===== src/rtl/id_pipe.sv =====
// id_pipe: MIPS32-subset decode stage. Decodes the instruction in IF, reads two
// register-file ports, forwards from EX/MEM, stalls on load-use hazards and
// holds its results in an ID/EX register under valid/ready handshaking.

`ifndef ID_PIPE_DEFS_SV
`define ID_PIPE_DEFS_SV
`define AluOpBus       7:0
`define AluSelBus      2:0
`define EXE_OP_NOP     8'h00
`define EXE_OP_AND     8'h24
`define EXE_OP_OR      8'h25
`define EXE_OP_XOR     8'h26
`define EXE_OP_SLT     8'h2a
`define EXE_OP_SLL     8'h7c
`define EXE_OP_SRL     8'h02
`define EXE_OP_ADDU    8'h21
`define EXE_OP_SUBU    8'h23
`define EXE_OP_LW      8'he3
`define EXE_SEL_NOP    3'b000
`define EXE_SEL_LOGIC  3'b001
`define EXE_SEL_SHIFT  3'b010
`define EXE_SEL_ARITH  3'b100
`define EXE_SEL_LOAD   3'b111
`endif

module id_pipe #(
    parameter int DATA_W  = 32,
    parameter int IADDR_W = 32,
    parameter int RADDR_W = 5,
    parameter int FWD_EN  = 1,
    parameter int CNT_W   = 16
) (
    input  logic               clk,
    input  logic               rst,
    input  logic               flush_i,
    input  logic               if_valid_i,
    input  logic [IADDR_W-1:0] pc_i,
    input  logic [31:0]        inst_i,
    output logic               id_ready_o,
    output logic               reg0_re_o,
    output logic [RADDR_W-1:0] reg0_addr_o,
    input  logic [DATA_W-1:0]  reg0_data_i,
    output logic               reg1_re_o,
    output logic [RADDR_W-1:0] reg1_addr_o,
    input  logic [DATA_W-1:0]  reg1_data_i,
    input  logic               ex_we_i,
    input  logic [RADDR_W-1:0] ex_waddr_i,
    input  logic [DATA_W-1:0]  ex_wdata_i,
    input  logic               ex_is_load_i,
    input  logic               mem_we_i,
    input  logic [RADDR_W-1:0] mem_waddr_i,
    input  logic [DATA_W-1:0]  mem_wdata_i,
    output logic               ex_valid_o,
    input  logic               ex_ready_i,
    output logic [`AluOpBus]   aluop_o,
    output logic [`AluSelBus]  alusel_o,
    output logic [DATA_W-1:0]  reg0_o,
    output logic [DATA_W-1:0]  reg1_o,
    output logic [RADDR_W-1:0] waddr_o,
    output logic               we_o,
    output logic               is_load_o,
    output logic [IADDR_W-1:0] pc_o,
    output logic               illegal_o,
    output logic [CNT_W-1:0]   stall_cnt_o
);

    localparam logic [5:0] OPC_SPECIAL = 6'h00;
    localparam logic [5:0] OPC_ADDIU   = 6'h09;
    localparam logic [5:0] OPC_ANDI    = 6'h0c;
    localparam logic [5:0] OPC_ORI     = 6'h0d;
    localparam logic [5:0] OPC_XORI    = 6'h0e;
    localparam logic [5:0] OPC_LUI     = 6'h0f;
    localparam logic [5:0] OPC_LW      = 6'h23;

    localparam logic [5:0] FN_SLL  = 6'h00;
    localparam logic [5:0] FN_SRL  = 6'h02;
    localparam logic [5:0] FN_ADDU = 6'h21;
    localparam logic [5:0] FN_SUBU = 6'h23;
    localparam logic [5:0] FN_AND  = 6'h24;
    localparam logic [5:0] FN_OR   = 6'h25;
    localparam logic [5:0] FN_XOR  = 6'h26;
    localparam logic [5:0] FN_SLT  = 6'h2a;

    logic [5:0]         opc;
    logic [5:0]         funct;
    logic [RADDR_W-1:0] rs;
    logic [RADDR_W-1:0] rt;
    logic [RADDR_W-1:0] rd;

    logic [`AluOpBus]   d_op;
    logic [`AluSelBus]  d_sel;
    logic               d_re0;
    logic               d_re1;
    logic [DATA_W-1:0]  d_imm0;
    logic [DATA_W-1:0]  d_imm1;
    logic [RADDR_W-1:0] d_waddr;
    logic               d_we;
    logic               d_load;
    logic               d_illegal;

    logic [DATA_W-1:0]  opnd0;
    logic [DATA_W-1:0]  opnd1;
    logic               src_ex;
    logic               src_mem;
    logic               hz;
    logic               adv;

    assign opc   = inst_i[31:26];
    assign funct = inst_i[5:0];
    assign rs    = RADDR_W'(inst_i[25:21]);
    assign rt    = RADDR_W'(inst_i[20:16]);
    assign rd    = RADDR_W'(inst_i[15:11]);

    assign reg0_addr_o = rs;
    assign reg1_addr_o = rt;
    assign reg0_re_o   = d_re0;
    assign reg1_re_o   = d_re1;

    // Instruction decode into ALU op/select, read enables, immediates and destination.
    always_comb begin
        d_op      = `EXE_OP_NOP;
        d_sel     = `EXE_SEL_NOP;
        d_re0     = 1'b0;
        d_re1     = 1'b0;
        d_imm0    = '0;
        d_imm1    = '0;
        d_waddr   = '0;
        d_we      = 1'b0;
        d_load    = 1'b0;
        d_illegal = 1'b0;
        if (inst_i != 32'h0000_0000) begin
            case (opc)
                OPC_SPECIAL: begin
                    d_re0   = 1'b1;
                    d_re1   = 1'b1;
                    d_waddr = rd;
                    d_we    = 1'b1;
                    case (funct)
                        FN_ADDU: begin d_op = `EXE_OP_ADDU; d_sel = `EXE_SEL_ARITH; end
                        FN_SUBU: begin d_op = `EXE_OP_SUBU; d_sel = `EXE_SEL_ARITH; end
                        FN_SLT:  begin d_op = `EXE_OP_SLT;  d_sel = `EXE_SEL_ARITH; end
                        FN_AND:  begin d_op = `EXE_OP_AND;  d_sel = `EXE_SEL_LOGIC; end
                        FN_OR:   begin d_op = `EXE_OP_OR;   d_sel = `EXE_SEL_LOGIC; end
                        FN_XOR:  begin d_op = `EXE_OP_XOR;  d_sel = `EXE_SEL_LOGIC; end
                        FN_SLL, FN_SRL: begin
                            d_op   = (funct == FN_SLL) ? `EXE_OP_SLL : `EXE_OP_SRL;
                            d_sel  = `EXE_SEL_SHIFT;
                            d_re0  = 1'b0;
                            d_imm0 = DATA_W'(inst_i[10:6]);
                        end
                        default: begin
                            d_re0     = 1'b0;
                            d_re1     = 1'b0;
                            d_waddr   = '0;
                            d_we      = 1'b0;
                            d_illegal = 1'b1;
                        end
                    endcase
                end
                OPC_ORI, OPC_ANDI, OPC_XORI, OPC_ADDIU, OPC_LUI, OPC_LW: begin
                    d_re0   = (opc != OPC_LUI);
                    d_waddr = rt;
                    d_we    = 1'b1;
                    case (opc)
                        OPC_ORI: begin
                            d_op = `EXE_OP_OR;  d_sel = `EXE_SEL_LOGIC;
                            d_imm1 = DATA_W'(inst_i[15:0]);
                        end
                        OPC_ANDI: begin
                            d_op = `EXE_OP_AND; d_sel = `EXE_SEL_LOGIC;
                            d_imm1 = DATA_W'(inst_i[15:0]);
                        end
                        OPC_XORI: begin
                            d_op = `EXE_OP_XOR; d_sel = `EXE_SEL_LOGIC;
                            d_imm1 = DATA_W'(inst_i[15:0]);
                        end
                        OPC_ADDIU: begin
                            d_op = `EXE_OP_ADDU; d_sel = `EXE_SEL_ARITH;
                            d_imm1 = DATA_W'($signed(inst_i[15:0]));
                        end
                        OPC_LUI: begin
                            // LUI is executed as 0 | (imm << 16)
                            d_op = `EXE_OP_OR;  d_sel = `EXE_SEL_LOGIC;
                            d_imm1 = DATA_W'({inst_i[15:0], 16'h0000});
                        end
                        default: begin
                            d_op = `EXE_OP_LW;  d_sel = `EXE_SEL_LOAD;
                            d_imm1 = DATA_W'($signed(inst_i[15:0]));
                            d_load = 1'b1;
                        end
                    endcase
                end
                default: d_illegal = 1'b1;
            endcase
        end
    end

    // Operand select: immediate/shamt, $zero, EX forward, MEM forward, register file.
    always_comb begin
        if (!d_re0)
            opnd0 = d_imm0;
        else if (rs == '0)
            opnd0 = '0;
        else if ((FWD_EN != 0) && ex_we_i && (ex_waddr_i == rs))
            opnd0 = ex_wdata_i;
        else if ((FWD_EN != 0) && mem_we_i && (mem_waddr_i == rs))
            opnd0 = mem_wdata_i;
        else
            opnd0 = reg0_data_i;

        if (!d_re1)
            opnd1 = d_imm1;
        else if (rt == '0)
            opnd1 = '0;
        else if ((FWD_EN != 0) && ex_we_i && (ex_waddr_i == rt))
            opnd1 = ex_wdata_i;
        else if ((FWD_EN != 0) && mem_we_i && (mem_waddr_i == rt))
            opnd1 = mem_wdata_i;
        else
            opnd1 = reg1_data_i;
    end

    // Hazard detection: a load in EX cannot be forwarded; without forwarding any pending write stalls.
    always_comb begin
        src_ex  = ex_we_i && (ex_waddr_i != '0) &&
                  ((d_re0 && (ex_waddr_i == rs)) || (d_re1 && (ex_waddr_i == rt)));
        src_mem = mem_we_i && (mem_waddr_i != '0) &&
                  ((d_re0 && (mem_waddr_i == rs)) || (d_re1 && (mem_waddr_i == rt)));
        if (FWD_EN != 0)
            hz = if_valid_i && ex_is_load_i && src_ex;
        else
            hz = if_valid_i && (src_ex || src_mem);
        adv        = !ex_valid_o || ex_ready_i;
        id_ready_o = (adv && !hz) || flush_i;
    end

    // ID/EX register and stall counter.
    always_ff @(posedge clk or negedge rst) begin
        if (!rst) begin
            ex_valid_o  <= 1'b0;
            aluop_o     <= `EXE_OP_NOP;
            alusel_o    <= `EXE_SEL_NOP;
            reg0_o      <= '0;
            reg1_o      <= '0;
            waddr_o     <= '0;
            we_o        <= 1'b0;
            is_load_o   <= 1'b0;
            pc_o        <= '0;
            illegal_o   <= 1'b0;
            stall_cnt_o <= '0;
        end else if (flush_i || (adv && (hz || !if_valid_i))) begin
            ex_valid_o <= 1'b0;
            aluop_o    <= `EXE_OP_NOP;
            alusel_o   <= `EXE_SEL_NOP;
            we_o       <= 1'b0;
            is_load_o  <= 1'b0;
            illegal_o  <= 1'b0;
            if (!flush_i && hz && (stall_cnt_o != {CNT_W{1'b1}}))
                stall_cnt_o <= stall_cnt_o + CNT_W'(1);
        end else if (adv) begin
            ex_valid_o <= 1'b1;
            aluop_o    <= d_op;
            alusel_o   <= d_sel;
            reg0_o     <= opnd0;
            reg1_o     <= opnd1;
            waddr_o    <= d_waddr;
            we_o       <= d_we;
            is_load_o  <= d_load;
            pc_o       <= pc_i;
            illegal_o  <= d_illegal;
        end
    end

endmodule


===== config.mk =====
export PLATFORM = sky130hd
export DESIGN_NAME = id_pipe
export DESIGN_NICKNAME = d
export VERILOG_FILES = /design/src/rtl/id_pipe.sv
export SDC_FILE = /design/constraint.sdc
export NUM_CORES = 1
export LEC_CHECK = 0
export ABC_AREA = 1
export CORE_AREA = 3 3 122 182
export CTS_BUF_LIST = sky130_fd_sc_hd__clkbuf_4
export DETAILED_ROUTE_END_ITERATION = 6
export DIE_AREA = 0 0 125 185
export PLACE_DENSITY = 0.78
export SLEW_MARGIN = 20
export SYNTH_ARGS = -nofsm -noshare
export SYNTH_HDL_FRONTEND = slang
export SYNTH_SLANG_ARGS = --single-unit

===== constraint.sdc =====
create_clock -name clk -period 3.1 [get_ports clk]
set_clock_uncertainty 0.05 [all_clocks]
set_input_delay 0.465 -clock clk [delete_from_list [all_inputs] [get_ports clk]]
set_output_delay 0.465 -clock clk [all_outputs]
set_load 0.01 [all_outputs]

# ---- Yosys cells after proc, flatten, opt, wreduce, memory -nomap -nowiden
# Cells that the tools add are included.
# W data, S select, Z words.
dict set report word_totals {
  reg_bits 132
  in_bits 210
  elab_cells 126
  out_inout_bits 145
}
dict set report op_classes {
  addsub 1
  n_mux 52
  eq_ne 19
  reduce_logical 42
  n_bitwise 1
}
# op count
set op_table {}
lappend op_table {{$mux W32} 11}
lappend op_table {{$pmux W32 S2} 1}
lappend op_table {{$pmux W7 S7} 1}
lappend op_table {{$eq A6 B6 Y1 const B} 7}
lappend op_table {{$pmux W8 S4} 1}
lappend op_table {{$reduce_bool A32 Y1} 1}
lappend op_table {{$eq A6 B4 Y1 const B} 5}
lappend op_table {{$mux W8} 3}
lappend op_table {{$eq A5 B5 Y1} 4}
lappend op_table {{$mux W5} 4}
lappend op_table {{$mux W1} 19}
lappend op_table {{$add A16 B1 Y16 const B} 1}
lappend op_table {{$ne A16 B16 Y1 const B} 1}
lappend op_table {{$pmux W8 S2} 1}
lappend op_table {{$logic_and A1 B1 Y1} 14}
lappend op_table {{$logic_not A6 Y1} 2}
lappend op_table {{$pmux W3 S2} 2}
lappend op_table {{$reduce_or A6 Y1} 2}
lappend op_table {{$logic_not A5 Y1} 2}
lappend op_table {{$pmux W5 S2} 1}
lappend op_table {{$mux W3} 3}
lappend op_table {{$pmux W3 S3} 1}
lappend op_table {{$reduce_or A3 Y1} 3}
lappend op_table {{$reduce_or A8 Y1} 1}
lappend op_table {{other kinds (13)} 24}

# ---- Longest topological paths before layout
# Gate-level depths: netlist (run 1).
dict set report depth {
  depth_word 14
  depth_mapped 17
  depth_no_buf 15
}

# ---- Worst setup path before layout (run 1)
# Ideal clock, no wire load.
dict set report synth_timing {
  path_type {input to register}
  start {input port inst_i[29]}
  end {register waddr_o[4]}
  required_time_ns 2.933
  setup_time_ns 0.117
  arrival_ns 1.887
  n_path_buf 2
  path_slack_ns 1.046
  stages 14
  cell_sequence {nor2_2 > nand2_1 > nor2_1 > nand2_1 > nand2_1 > nand2_1 > nand2_2 > nand2_2 > nand2_4 > nor2_4 > buf_4 > buf_2 > nand2_1 > nand2_1}
}
dict set report synth_between {
  elab_chain_len 13
  word_cells_on_any_way 26
  classes_between {eq/ne: 7; mux: 6; bitwise: 1; reduce/logical: 12}
}
# item line_no
set synth_rtl {}
lappend synth_rtl {{start: declaration} 38} ;# input logic [31:0] inst_i,
lappend synth_rtl {{$eq A6 B4 Y1 / $eq A6 B6 Y1 (equally long branches)} 132} ;# case (opc)
lappend synth_rtl {{$reduce_or A6 Y1} 132}
lappend synth_rtl {{$pmux W1 S2} 132}
lappend synth_rtl {{$mux W1 (*)} 131} ;# if (inst_i != 32'h0000_0000) begin
lappend synth_rtl {{via reg0_re_o} 40} ;# output logic reg0_re_o,
lappend synth_rtl {{$logic_and A1 B1 Y1 (*)} 226} ;# ((d_re0 && (ex_waddr_i == rs)) || (d_re1 && (ex_waddr_i == rt)));
lappend synth_rtl {{$logic_or A1 B1 Y1 (*)} 226}
lappend synth_rtl {{$logic_and A1 B1 Y1 (*)} 225} ;# src_ex = ex_we_i && (ex_waddr_i != '0) &&
lappend synth_rtl {{$logic_and A1 B1 Y1 (*)} 230} ;# hz = if_valid_i && ex_is_load_i && src_ex;
lappend synth_rtl {{$logic_or A1 B1 Y1 (*)} 251} ;# end else if (flush_i || (adv && (hz || !if_valid_i))) begin
lappend synth_rtl {{$logic_and A1 B1 Y1 (*)} 251}
lappend synth_rtl {{$logic_or A1 B1 Y1 (*)} 251}
lappend synth_rtl {{$not A1 Y1 (no line) (*)} -}
lappend synth_rtl {{$reduce_and A2 Y1 (no line) (*)} -}
lappend synth_rtl {{end signal: assignment} 266} ;# waddr_o <= d_waddr;
lappend synth_rtl {{end: declaration} 59} ;# output logic [RADDR_W-1:0] waddr_o,
# The timed path passes the listed nets; every way through them passes the cells marked *.
# A chain may end at the register's enable or synchronous reset.

# ---- Final worst setup path (run 1)
dict set report layout_timing {
  start {input port inst_i[5]}
  end {output port reg0_re_o}
}
dict set report layout_between {
  elab_chain_len 5
  word_cells_on_any_way 11
  classes_between {eq/ne: 6; mux: 3; reduce/logical: 2}
}
# item line_no
set layout_rtl {}
lappend layout_rtl {{$eq A6 B6 Y1} 138} ;# case (funct)
lappend layout_rtl {{$reduce_or A6 Y1 (no line)} -}
lappend layout_rtl {{$mux W1} 138}
lappend layout_rtl {{$pmux W1 S2} 132}
lappend layout_rtl {{$mux W1 (*)} 131}
lappend layout_rtl {{end: declaration} 40}
# Every way passes the cells marked *; elsewhere a longest branch is shown, timed or not.

==> flow_summary.toml, run 1 <==
[critical_path]
critPathRequiredTime_ns = 2.58
cp_max_fo = 6
worstReg2RegStart = "stall_cnt_o[1]$_DFFE_PN0P_"
reg2reg_setup_slack_ns = 1.01
crit_path_start = "inst_i[5]"
end_kind = "primary output"
critical_path_class = "input port to primary output"
r2r-end = "stall_cnt_o[6]$_DFFE_PN0P_"
critical_path.startpoint_type = "input port"
arrival_ns = 2.39
reg2reg_depth = 10

[floorplan]
die_y_um = 185
io_pins = 355
die_area_um2 = 23100
initial_core_util_pct = 42.7
die_w_um = 125
rows = 64
core_area_um2 = 20700

[cells_and_area]
fin_cells = 2009
drive_gt1_share_pct = 6.73
nets = 1937
register_area_um2 = 3300
syn_to_final_growth_pct = 49.3
multi_input_area_um2 = 4600
n_fill_cell = 1930
fin_area_um2 = 13200

[synthesis]
syn_inst = 1377
yosysSeqAreaShare_pct = 37.4
syn_area_um2 = 8830
yosys-top-cells-area = "dfrtp_1 37%, nand2_1 26%, inv_1 5.4%"
synth_ff_type = "dfrtp_1"
synth_largest_area_cell = "dfrtp_1"
synthesis.nets = 1588
synth_edf_count = 0
synthTopCellsByCount = "610 x nand2_1, 132 x dfrtp_1, 128 x inv_1, 100 x nor2_1, 87 x nand3_1"
synth_most_common_cell = "nand2_1"
yosysWarningCount = 0
netlist.area_leader.share_pct = 37.4
async_flop_share_pct = 100
synth-seq-cells = 132
yosysUniqueCellTypes = 37
syn-mean-instance-area_um2 = 6.41

[power]
vdd_ir_drop_max_uv = 187
p_total_uw = 4230
powerDensity_nw_per_um2 = 321
p_leak_uw = 0.00694

[routing]
met3RoutedLength_um = 2430
vias = 10300
postRouteWirelength_um = 34700
routed.top_layer = "met4"
drc = 0
ant_nets = 0
dr.first_iter.drc_count = 640
wl_per_cell_um = 17.3
via_per_inst = 5.10
met2WireLength_um = 17700
drt_pass1_iterations = 5
wl_met1_um = 12900

[global_routing]
grt_pass1_vias = 9858
grt_usage_pct = 29.3
grt_max_degree = 65
globalRouteOverflowTotal = 0
grt_pass1_wl_um = 53600
antenna_found_initial = 6

[timing]
min_period_ns = 2.91
max_freq_mhz = 344
slew_viol_final = 0
worst_pin_slew_ns = 0.666
fin_tns_setup_ns = 0
fin_crit_sh_pct = 93.7
slew-limit-headroom_pct = 55.6
finalSetupViolCount = 0
rsz0062_at_grt = "no"
hold_violations = 0

[clock_tree]
clk_pin_slew_ns = 0.13
tritoncts = "yes"
root_buffer = "clkbuf_4"
clock_path_buffers = 2
cts_buffers = 17
post-cts-setup-buffer-count = 0
htreeDepth = 4
clk_latency_ns = 0.55
cts_sinks = 132

[placed_design]
placed_cell_area_um2 = 12900
place.gp.congestion = 0.951
place_inst = 1970
place.port_buffers = 354
dp_hpwl_um = 27200

[run]
max-cap-violations = 0

[status]
status = "finished clean"

[min_path]
hold_path.class = "input port to async pin"
stage by stage:
| stage | setup WS [ns] | hold WS, ns | util [%] |
|---|---|---|---|
| 6_report | 0.194 | 0.290 | 63.8 |
| 5_1_grt | 0.116 | 0.271 | 63.8 |
| 4_1_cts | 0.0439 | 0.249 | 63.7 |
| 3_5_place_dp | 0.0501 | 0.319 | 62.3 |
| 3_3_place_gp | 0.0650 | 0.316 | 62.3 |
| 2_1_floorplan | 1.05 | 0.119 | - |
state kept, by name, summed over array words and instances (netlist names):
name         flops
reg0_o          32
reg1_o          32
pc_o            32
stall_cnt_o     16
ex_valid_o       1
waddr_o          5
aluop_o          8
is_load_o        1
we_o             1
alusel_o         3
illegal_o        1
cell type report:
type / count / area share [%]
inverters: 134 / 3.81
repair buffers: 409 / 31.5
clock buffers: 18 / 1.02
well taps: 264 / 2.50
flip-flops and latches: 132 / 25.0
clock inverters: 14 / 1.08
diodes: 6 / 0.114
multi-input cells: 1032 / 34.9
worst max-delay path, stage by stage:
cell and delay (ns):
clkdlybuf4s50_1 0.54, inv_1 0.11, nor2_4 0.15, nand3_1 0.13, nand3_1 0.11, nand2_1 0.12, nand2_1 0.13, clkdlybuf4s50_1 0.63
repair_timing:
action                                 in CTS  in global routing
gates resized for setup                     0                  4
hold buffers                                1                  0
endpoints found under the hold margin      29                  0
setup endpoints to repair                   0                  2
worst max path at each step:
stage	end	cells after the start
global placement	id_ready_o	11
floorplan	waddr_o[4]$_DFFE_PN0P_	14
CTS	id_ready_o	11
finish	reg0_re_o	8
global route	reg0_re_o	8
detailed placement	id_ready_o	12
report_power, final:
group | switching (µW) | internal, µW
clock network | 648 | 548
logic | 574 | 596
registers | 51.8 | 1820
total | 1270 | 2960
per-layer routing:
metal,GRT usage (%),vias to the layer above
met5,0,-
met4,14.1,0
met3,5.63,83
met2,52.8,479
met1,33.4,4682
li1,-,5010
logic make-up (layout without fill, tap and decap cells):
logic type / Yosys count / after routing / synth area share [%]
other cells: 0 / 6 / 0
xor+xnor: 22 / 22 / 2.18
simple gates: 888 / 888 / 41.9
fa+ha+maj: 1 / 1 / 0.142
compound gates: 121 / 121 / 7.57
flops: 132 / 132 / 37.4
buf+inv: 213 / 575 / 10.8
layout by cell type, fill, tap and decap left out, types with 3 or more instances in the layout:
master             n
nand2_1          610
clkdlybuf4s50_1  350
dfrtp_1          132
inv_1            128
nor2_1            97
nand3_1           86
o21ai_0           75
nand4_1           44
buf_4             39
xor2_1            18
clkbuf_4          18
o21bai_1          17
buf_12            15
nor3_1            12
a21oi_1           10
nor2_2            10
o22ai_1            8
diode_2            6
nand3b_1           6
inv_2              6
o21ai_1            5
clkinv_1           5
clkinv_2           5
and2_1             4
nand2_2            4
xnor2_1            4
nor2_4             3
or2_2              3
nand2_4            3
bufinv_16          3
dlymetal6s2s_1     3
Power figures use the tool's default switching activity.
==> run 2, diff against run 1 <==
CORE_AREA = 2 2 121 181   (was 3 3 122 182)
DIE_AREA = 0 0 123 183   (was 0 0 125 185)
==> flow_summary.toml, run 2 (synthesis gave the netlist of run 1 again) <==
[floorplan]
initial_core_util_pct = 42.1
die_w_um = 123
die_y_um = 183
io_pins = 355
core_area_um2 = 21000
die_area_um2 = 22500
rows = 65

[critical_path]
critPathRequiredTime_ns = 2.58
arrival_ns = 2.47
cp_max_fo = 5
critical_path_class = "input port to primary output"
critPathSlowestCell = "clkdlybuf4s50_1"
crit_chain = "clkdlybuf4s50_1 -> nor2_1 -> nand2_1 -> nor2_1 -> nand2_1 -> nand2_2 -> nand2_1 -> inv_1 -> clkdlybuf4s50_1"
critical_path.startpoint_type = "input port"
cpPeakStageDelay_ns = 0.55
crit_top_cell = "nand2_1"
end_kind = "primary output"

[cells_and_area]
nets = 1947
fin_area_um2 = 13300
reg_top3 = "pc_o x32, reg0_o x32, reg1_o x32"
final_common_cell = "nand2_1"
syn_to_final_growth_pct = 50.4
drive_gt1_share_pct = 7.26
layout_common_cells = "610 x nand2_1, 351 x clkdlybuf4s50_1, 132 x dfrtp_1, 128 x inv_1, 98 x nor2_1"

[placed_design]
place.gp.congestion = 0.906
placed_cell_area_um2 = 12900
dp_slack_ns = 0.0119
dp_hpwl_um = 27100
place.port_buffers = 354

[clock_tree]
cts_sinks = 132
tritoncts = "yes"
clk_latency_ns = 0.56
htreeDepth = 4
cts_buffers = 17
clk_pin_slew_ns = 0.12
clock_path_buffers = 2
post-cts-setup-buffer-count = 0
root_buffer = "clkbuf_4"

[global_routing]
busiest_layer = "met2"
grtUsageMet3_pct = 6.00
grt_max_degree = 60
use_met1_pct = 34.0
grt_usage_pct = 30.6
grt_pass1_vias = 10200
grt_pass1_wl_um = 53100
antenna_found_initial = 2
globalRouteOverflowTotal = 0
met2_usage_pct = 54.5

[timing]
slew_viol_final = 0
min_period_ns = 2.98
max_freq_mhz = 335
fin_tns_setup_ns = 0
slew-limit-headroom_pct = 56.2
finalSetupViolCount = 0
fin_crit_sh_pct = 96.2
fin_ws_ns = 0.118
rsz0062_at_grt = "no"
hold_violations = 0
worst_pin_slew_ns = 0.656

[status]
status = "finished clean"

[power]
p_leak_uw = 0.00697
powerDensity_nw_per_um2 = 327
vdd_ir_drop_max_uv = 183

[routing]
drt_pass1_iterations = 7
wl_per_cell_um = 17.0
dr.first_iter.drc_count = 662
vias = 10300
postRouteWirelength_um = 34400
ant_nets = 0
via_per_inst = 5.12
drc = 0

[min_path]
hold_path.class = "input port to flip-flop"

[run]
max-cap-violations = 0
## run 2: changes by cell type in the layout (fill, tap and decap cells not counted)
| cell | change |
|---|---|
| bufinv_16 | +1 |
| clkinv_2 | -3 |
| clkinvlp_4 | +2 |
| inv_6 | +2 |
| buf_4 | +11 |
| clkbuf_4 | -1 |
| diode_2 | -3 |
| nor2_1 | +1 |
| clkdlybuf4s50_1 | +1 |
| dlymetal6s2s_1 | -1 |
| clkinv_1 | -1 |
| nor2_2 | -1 |
| buf_12 | -1 |
## run 2: layout make-up
cell class / instances / area [µm²]
diodes: 3 / 7.51
clock buffers: 17 / 128
clock inverters: 15 / 186
fillers: 1963 / 7700
inverters: 134 / 503
multi-input cells: 1032 / 4600
flip-flops and latches: 132 / 3300
well taps: 268 / 335
repair buffers: 419 / 4220
## run 2: final timing paths
check	start	to	slack [ns]	cells past startpoint
worst max-delay path	inst_i[26]	reg1_re_o	0.12	9
worst min-delay path	inst_i[5]	reg1_o[5]$_DFFE_PN0P_	0.28	5
worst max register to register	stall_cnt_o[1]$_DFFE_PN0P_	stall_cnt_o[1]$_DFFE_PN0P_	0.96	10
worst min register to register	pc_o[27]$_DFFE_PN0P_	pc_o[27]$_DFFE_PN0P_	0.43	2
max in group asynchronous	rst	reg1_o[15]$_DFFE_PN0P_	1.79	3
min in group asynchronous	rst	pc_o[15]$_DFFE_PN0P_	0.35	2
## run 2: repair_timing
item	4_1_cts	5_1_grt
setup endpoints to repair	0	2
gates resized for setup	0	2
endpoints found under the hold margin	48	0
hold buffers	1	0
## run 2: worst max-delay path: cells and delay by family
kind | cells | cell delay [ns]
simple gates | 6 | 0.83
buf+inv | 3 | 1.16
## run 2: layer usage
| layer | share of wire, % | routed length (µm) | up-vias |
|---|---|---|---|
| met4 | 5.5 | 1900 | 0 |
| li1 | - | - | 5024 |
| met1 | 36 | 12300 | 4710 |
| met2 | 51 | 17400 | 511 |
| met5 | 0 | 0 | - |
| met3 | 8.0 | 2740 | 92 |
## run 2: through the flow
stage | hold WS (ns) | power (µW) | util, % | instances
2_1_floorplan | 0.119 | 2350 | - | 1377
3_3_place_gp | 0.381 | 3050 | 61.7 | 1984
3_5_place_dp | 0.382 | 3070 | 61.7 | 1984
4_1_cts | 0.308 | 4380 | 63.2 | 2017
5_1_grt | 0.236 | 4570 | 63.3 | 2019
6_report | 0.281 | 4350 | 63.3 | 2020
## run 2: report_power, final
part / switching, µW / leakage [µW] / internal (µW)
Sequential: 53.1 / 0.00171 / 1820
Clock: 676 / 0.000162 / 631
Combinational: 571 / 0.00510 / 600
==> run 3, diff against run 2 <==
CORE_AREA = 2 2 125 187   (was 2 2 121 181)
DIE_AREA = 0 0 127 189   (was 0 0 123 183)
PLACE_DENSITY = 0.74   (was 0.78)
==> flow_summary.toml, run 3 (synthesis gave the netlist of run 1 again) <==
[status]
status = "finished clean"

[cells_and_area]
drive_gt1_share_pct = 7.80
nets = 1956
syn_to_final_growth_pct = 51.2
reg_top3 = "pc_o x32, reg0_o x32, reg1_o x32"
finish.utilization_pct = 59.9
final_common_cell = "nand2_1"
n_fill_cell = 2150
layout_common_cells = "610 x nand2_1, 350 x clkdlybuf4s50_1, 132 x dfrtp_1, 128 x inv_1, 98 x nor2_1"

[clock_tree]
root_buffer = "clkbuf_4"
htreeDepth = 4
cts_buffers = 17
clk_latency_ns = 0.56
tritoncts = "yes"
clk_pin_slew_ns = 0.12
clock_path_buffers = 2
post-cts-setup-buffer-count = 0
cts_sinks = 132

[critical_path]
end_kind = "primary output"
cpPeakStageDelay_ns = 0.62
arrival_ns = 2.35
critPathRequiredTime_ns = 2.58
critPathBufInv = 3
crit_chain = "clkdlybuf4s50_1 -> buf_4 -> nor2_2 -> nand3_1 -> nand3_1 -> nand2_1 -> nand2_1 -> clkdlybuf4s50_1"
critPathSlowestCell = "clkdlybuf4s50_1"
critical_path.startpoint_type = "input port"
cp_max_fo = 3
critPathTopFamily = "buffers and inverters"
reg2reg_setup_slack_ns = 0.97
critical_path_class = "input port to primary output"

[routing]
drt_pass1_iterations = 5
wl_per_cell_um = 17.6
dr.first_iter.drc_count = 713
vias = 10300
drc = 0
via_per_inst = 5.06
ant_nets = 0
postRouteWirelength_um = 35900

[power]
p_leak_uw = 0.00703
powerDensity_nw_per_um2 = 334
vdd_ir_drop_max_uv = 247

[timing]
max_freq_mhz = 348
fin_ws_ns = 0.230
min_period_ns = 2.87
fin_crit_sh_pct = 92.6
rsz0062_at_grt = "no"
slew-limit-headroom_pct = 54.0
finalSetupViolCount = 0
slew_viol_final = 0
worst_pin_slew_ns = 0.690
fin_tns_setup_ns = 0
hold_violations = 0

[placed_design]
place.port_buffers = 354
place.gp.congestion = 0.947
dp_slack_ns = -0.0440
dp_hpwl_um = 27800

[global_routing]
grt_usage_pct = 29.9
grt_max_degree = 72
grt_pass1_wl_um = 55500
grt_pass1_vias = 10100
antenna_found_initial = 4
globalRouteOverflowTotal = 0

[run]
max-cap-violations = 0

[floorplan]
die_y_um = 189
die_w_um = 127
initial_core_util_pct = 39.6
die_area_um2 = 24000
rows = 67
core_area_um2 = 22300
io_pins = 355

[min_path]
hold_path.class = "input port to flip-flop"
-- run 3: cell types whose count changed in the layout (fill, tap and decap cells not counted) --
cell | previous run | this run
buf_4 | 50 | 61
buf_12 | 14 | 12
clkinv_1 | 4 | 2
bufinv_16 | 4 | 5
clkdlybuf4s50_1 | 351 | 350
clkinv_4 | 1 | 2
diode_2 | 3 | 4
dlygate4sd2_1 | 0 | 1
inv_6 | 2 | 1
-- run 3: timing repair --
| item | 4_1_cts | 5_1_grt |
|---|---|---|
| endpoints found under the hold margin | 69 | 0 |
| resized for setup | 1 | 2 |
| hold buffers | 1 | 0 |
| setup endpoints to repair | 1 | 1 |
-- run 3: final timing paths --
check / start / endpoint / depth (start not counted)
min reg2reg: reg1_o[2]$_DFFE_PN0P_ / reg1_o[2]$_DFFE_PN0P_ / 2
min in group asynchronous: rst / pc_o[10]$_DFFE_PN0P_ / 2
min: inst_i[5] / reg1_o[5]$_DFFE_PN0P_ / 5
max in group asynchronous: rst / reg1_o[27]$_DFFE_PN0P_ / 3
max: inst_i[3] / reg0_re_o / 8
max reg2reg: stall_cnt_o[0]$_DFFE_PN0P_ / stall_cnt_o[11]$_DFFE_PN0P_ / 10
-- run 3: metal layers --
layer / track usage [%] / part of all wire, % / vias to the layer above
met5: 0 / 0 / -
met4: 15.3 / 5.5 / 0
met3: 6.36 / 6.7 / 98
met2: 53.1 / 51 / 456
met1: 33.4 / 37 / 4727
li1: - / - / 5035
-- run 3: tightest hold or removal path: stages --
cell	delay [ns]
dlymetal6s2s_1	0.19
nand2_1	0.10
nand2_1	0.05
nand2_1	0.07
nand2_1	0.05
-- run 3: layout make-up --
cell class,count,area [µm²],share of cell area (%)
multi-input cells,1032,4600,34.5
repair buffers,428,4260,31.9
flip-flops and latches,132,3300,24.7
inverters,134,503,3.77
well taps,276,345,2.59
clock inverters,14,209,1.56
clock buffers,17,128,0.955
diodes,4,10.0,0.0749
-- run 3: per-stage QoR --
stage / hold WS, ns / cells / total power (µW) / area [µm²]
final: 0.337 / 2037 / 4460 / 13400
after CTS: 0.315 / 2033 / 4500 / 13300
after global placement: 0.402 / 2001 / 3080 / 13000
after global routing: 0.306 / 2037 / 4690 / 13400
after floorplan: 0.119 / 1377 / 2350 / 8830
after detailed placement: 0.407 / 2001 / 3090 / 13000
-- run 3: power by group --
| group | leakage (µW) | internal [µW] | switching (µW) |
|---|---|---|---|
| Combinational | 0.00515 | 607 | 585 |
| Sequential | 0.00171 | 1820 | 51.4 |
| Clock | 0.000173 | 712 | 692 |
| Total | 0.00703 | 3140 | 1330 |
==> RTL edit, RTL diff (flow settings as in run 1) <==
The parameter `FWD_EN` goes from 1 to 0.
--- a/src/rtl/id_pipe.sv
+++ b/src/rtl/id_pipe.sv
@@ -27,7 +27,7 @@
     parameter int DATA_W  = 32,
     parameter int IADDR_W = 32,
     parameter int RADDR_W = 5,
-    parameter int FWD_EN  = 1,
+    parameter int FWD_EN  = 0,
     parameter int CNT_W   = 16
 ) (
     input  logic               clk,
Check against the original RTL: not equivalent (a bounded check fails within 4 cycles, from zero or initial values and one cycle with rst low).
==> RTL edit against run 1 <==
  * Power is 3.0% higher
  * Sequential cell count unchanged
  * Critical path depth grew 1
  * Setup slack better by 0.024 ns
  * Area after synthesis is 20% lower
  * Wire length is 31% lower
  * Final area down 17%
==> RTL edit: results (changes against run 1) <==
| Metric | Value |
|---|---|
| Final setup fails | `0 (unchanged)` |
| Vias/cell | `4.82 (was 5.10)` |
| Crit-path max cell delay | `0.53 ns (was 0.63 ns)` |
| Leak | `5.10 nW (was 6.94 nW)` |
| # Post-CTS Setup Buffers | `0 (unchanged)` |
| Total Routing Usage GR | `20.3% (was 29.3%)` |
| Post-DP HPWL | `18500 um (was 27200 um)` |
| M3 GR Usage | `5.25% (was 5.63%)` |
| Met2 global-route usage | `35.9% (was 52.8%)` |
| First-pass GRT wire length | `37300 um (was 53600 um)` |
| Initial DRC Count | `425 (was 640)` |
| Final GP Congestion | `0.867 (was 0.951)` |
| GRT Residual Overflow | `0 (unchanged)` |
| Largest net degree at the start of global routing | `75 (was 65)` |
| Area delta synth->final | `55.2% (was 49.3%)` |
| Initial antenna violation count | `2 (was 6)` |
| Max IR drop VDD | `0.202 mV (was 0.187 mV)` |
| Final std cells w/o fill | `1481 (was 2009)` |
| Port Buffers | `289 (was 354)` |
| Crit Path Max Fanout | `4 (was 6)` |
| Mean Syn Cell Area | `8.02 um2 (was 6.41 um2)` |
| Met1 Use GR | `23.3% (was 33.4%)` |
| Most instantiated cells after synthesis | `nand2_1 (283), dfrtp_1 (132), nand3_1 (123), inv_1 (56), nor2_1 (45) (was nand2_1 (610), dfrtp_1 (132), inv_1 (128), nor2_1 (100), nand3_1 (87))` |
| CTS root buf | `clkbuf_4 (unchanged)` |
| H-tree Lvls | `4 (unchanged)` |
| Seq/Total Area, Yosys | `46.7% (was 37.4%)` |
| Async SR Flop Fraction | `100% (unchanged)` |
| Reg clk slew, reported paths | `0.13 ns (about the same)` |
| Dpl cells | `1446 (was 1970)` |
| YS warnings | `0 (unchanged)` |
| Slowest CP cell | `clkdlybuf4s50_1 (unchanged)` |
| Outcome | `finished, final reports clean (unchanged)` |
| Synth Net Count | `1092 (was 1588)` |
| Place WS | `-0.0905 ns (was 0.0501 ns)` |
| Combinational Power | `0.920 mW (was 1.17 mW)` |
| Share of layout cells above drive strength 1 | `13.4% (was 6.73%)` |
| Clock share of power | `35.7% (was 28.2%)` |
| P_sw | `1.15 mW (was 1.27 mW)` |
| Number of global-route vias before repair | `7022 (was 9858)` |
| Worst Path Arrival | `2.37 ns (was 2.39 ns)` |
| Yosys top cell area share | `46.7% (was 37.4%)` |
| First-pass iteration count of the detailed router | `7 (was 5)` |
| Synth unique cells | `40 (was 37)` |
| Measured slew at the worst slew-check pin | `0.712 ns (was 0.666 ns)` |
| Post-DR wirelength/cell | `16.2 um (was 17.3 um)` |
| Combinational share of power | `21.1% (was 27.6%)` |
| Top cells by area, synth | `dfrtp_1 (47%), nand2_1 (15%), nand3_1 (8.7%), o21ai_2 (3.2%), inv_1 (3.0%) (was dfrtp_1 (37%), nand2_1 (26%), inv_1 (5.4%), nand3_1 (4.9%), nor2_1 (4.3%))` |
| Clk buf depth | `2 (unchanged)` |
| Layout fillers | `1943 (was 1930)` |
| Top flop regs | `pc_o: 32 flops, reg0_o: 32 flops, reg1_o: 32 flops (unchanged)` |
RTL edit: path summary, 6_finish.rpt:
kind                                      from              to  slack [ns]  cells past startpoint
worst max-delay path                 inst_i[5]       reg0_re_o        0.22                      9
worst min-delay path                       rst      reg1_o[10]        0.39                      2
worst max register to register  stall_cnt_o[1]  stall_cnt_o[5]        0.77                      9
worst min register to register        pc_o[22]        pc_o[22]        0.43                      2
max in group asynchronous                  rst      waddr_o[1]        1.86                      3
min in group clk                reg0_data_i[8]       reg0_o[8]        0.41                      3
RTL edit: what timing repair did:
action                     in CTS  in global routing
hold endpoints to repair       50                  0
gates resized for setup         3                  1
setup endpoints to repair       1                  1
hold buffers                    1                  0
RTL edit: logic make-up (layout without fill, tap and decap cells):
logic type / after synthesis / count (layout) / share of synthesized area (%)
AOI/OAI and AO/OA: 106 / 106 / 9.63
buffers and inverters: 118 / 452 / 8.71
DFF: 132 / 132 / 46.7
other: 0 / 2 / 0
adders and majority gates: 1 / 1 / 0.177
and+or+nand+nor: 501 / 501 / 31.9
xor gates and xnor gates: 23 / 23 / 2.85
RTL edit: routing by layer:
metal  up-vias  part of all wire [%]  wire length, um
li1       3514                     -                -
met1      3320                    38             9230
met2       251                    52            12500
met3        49                   6.0             1450
met4         0                   3.5              844
met5         -                     0                0
RTL edit: layout make-up:
class	instances	area share, %
well taps	264	3.01
repair buffers	359	32.3
inverters	61	2.10
clock buffers	17	1.16
clock inverters	15	2.35
diodes	2	0.0456
multi-input cells	631	28.9
flip-flops and latches	132	30.1
RTL edit: worst max-delay path, delay by kind of cell:
kind	cells	cell delay (ns)
buf+inv	4	1.28
simple gates	5	0.64
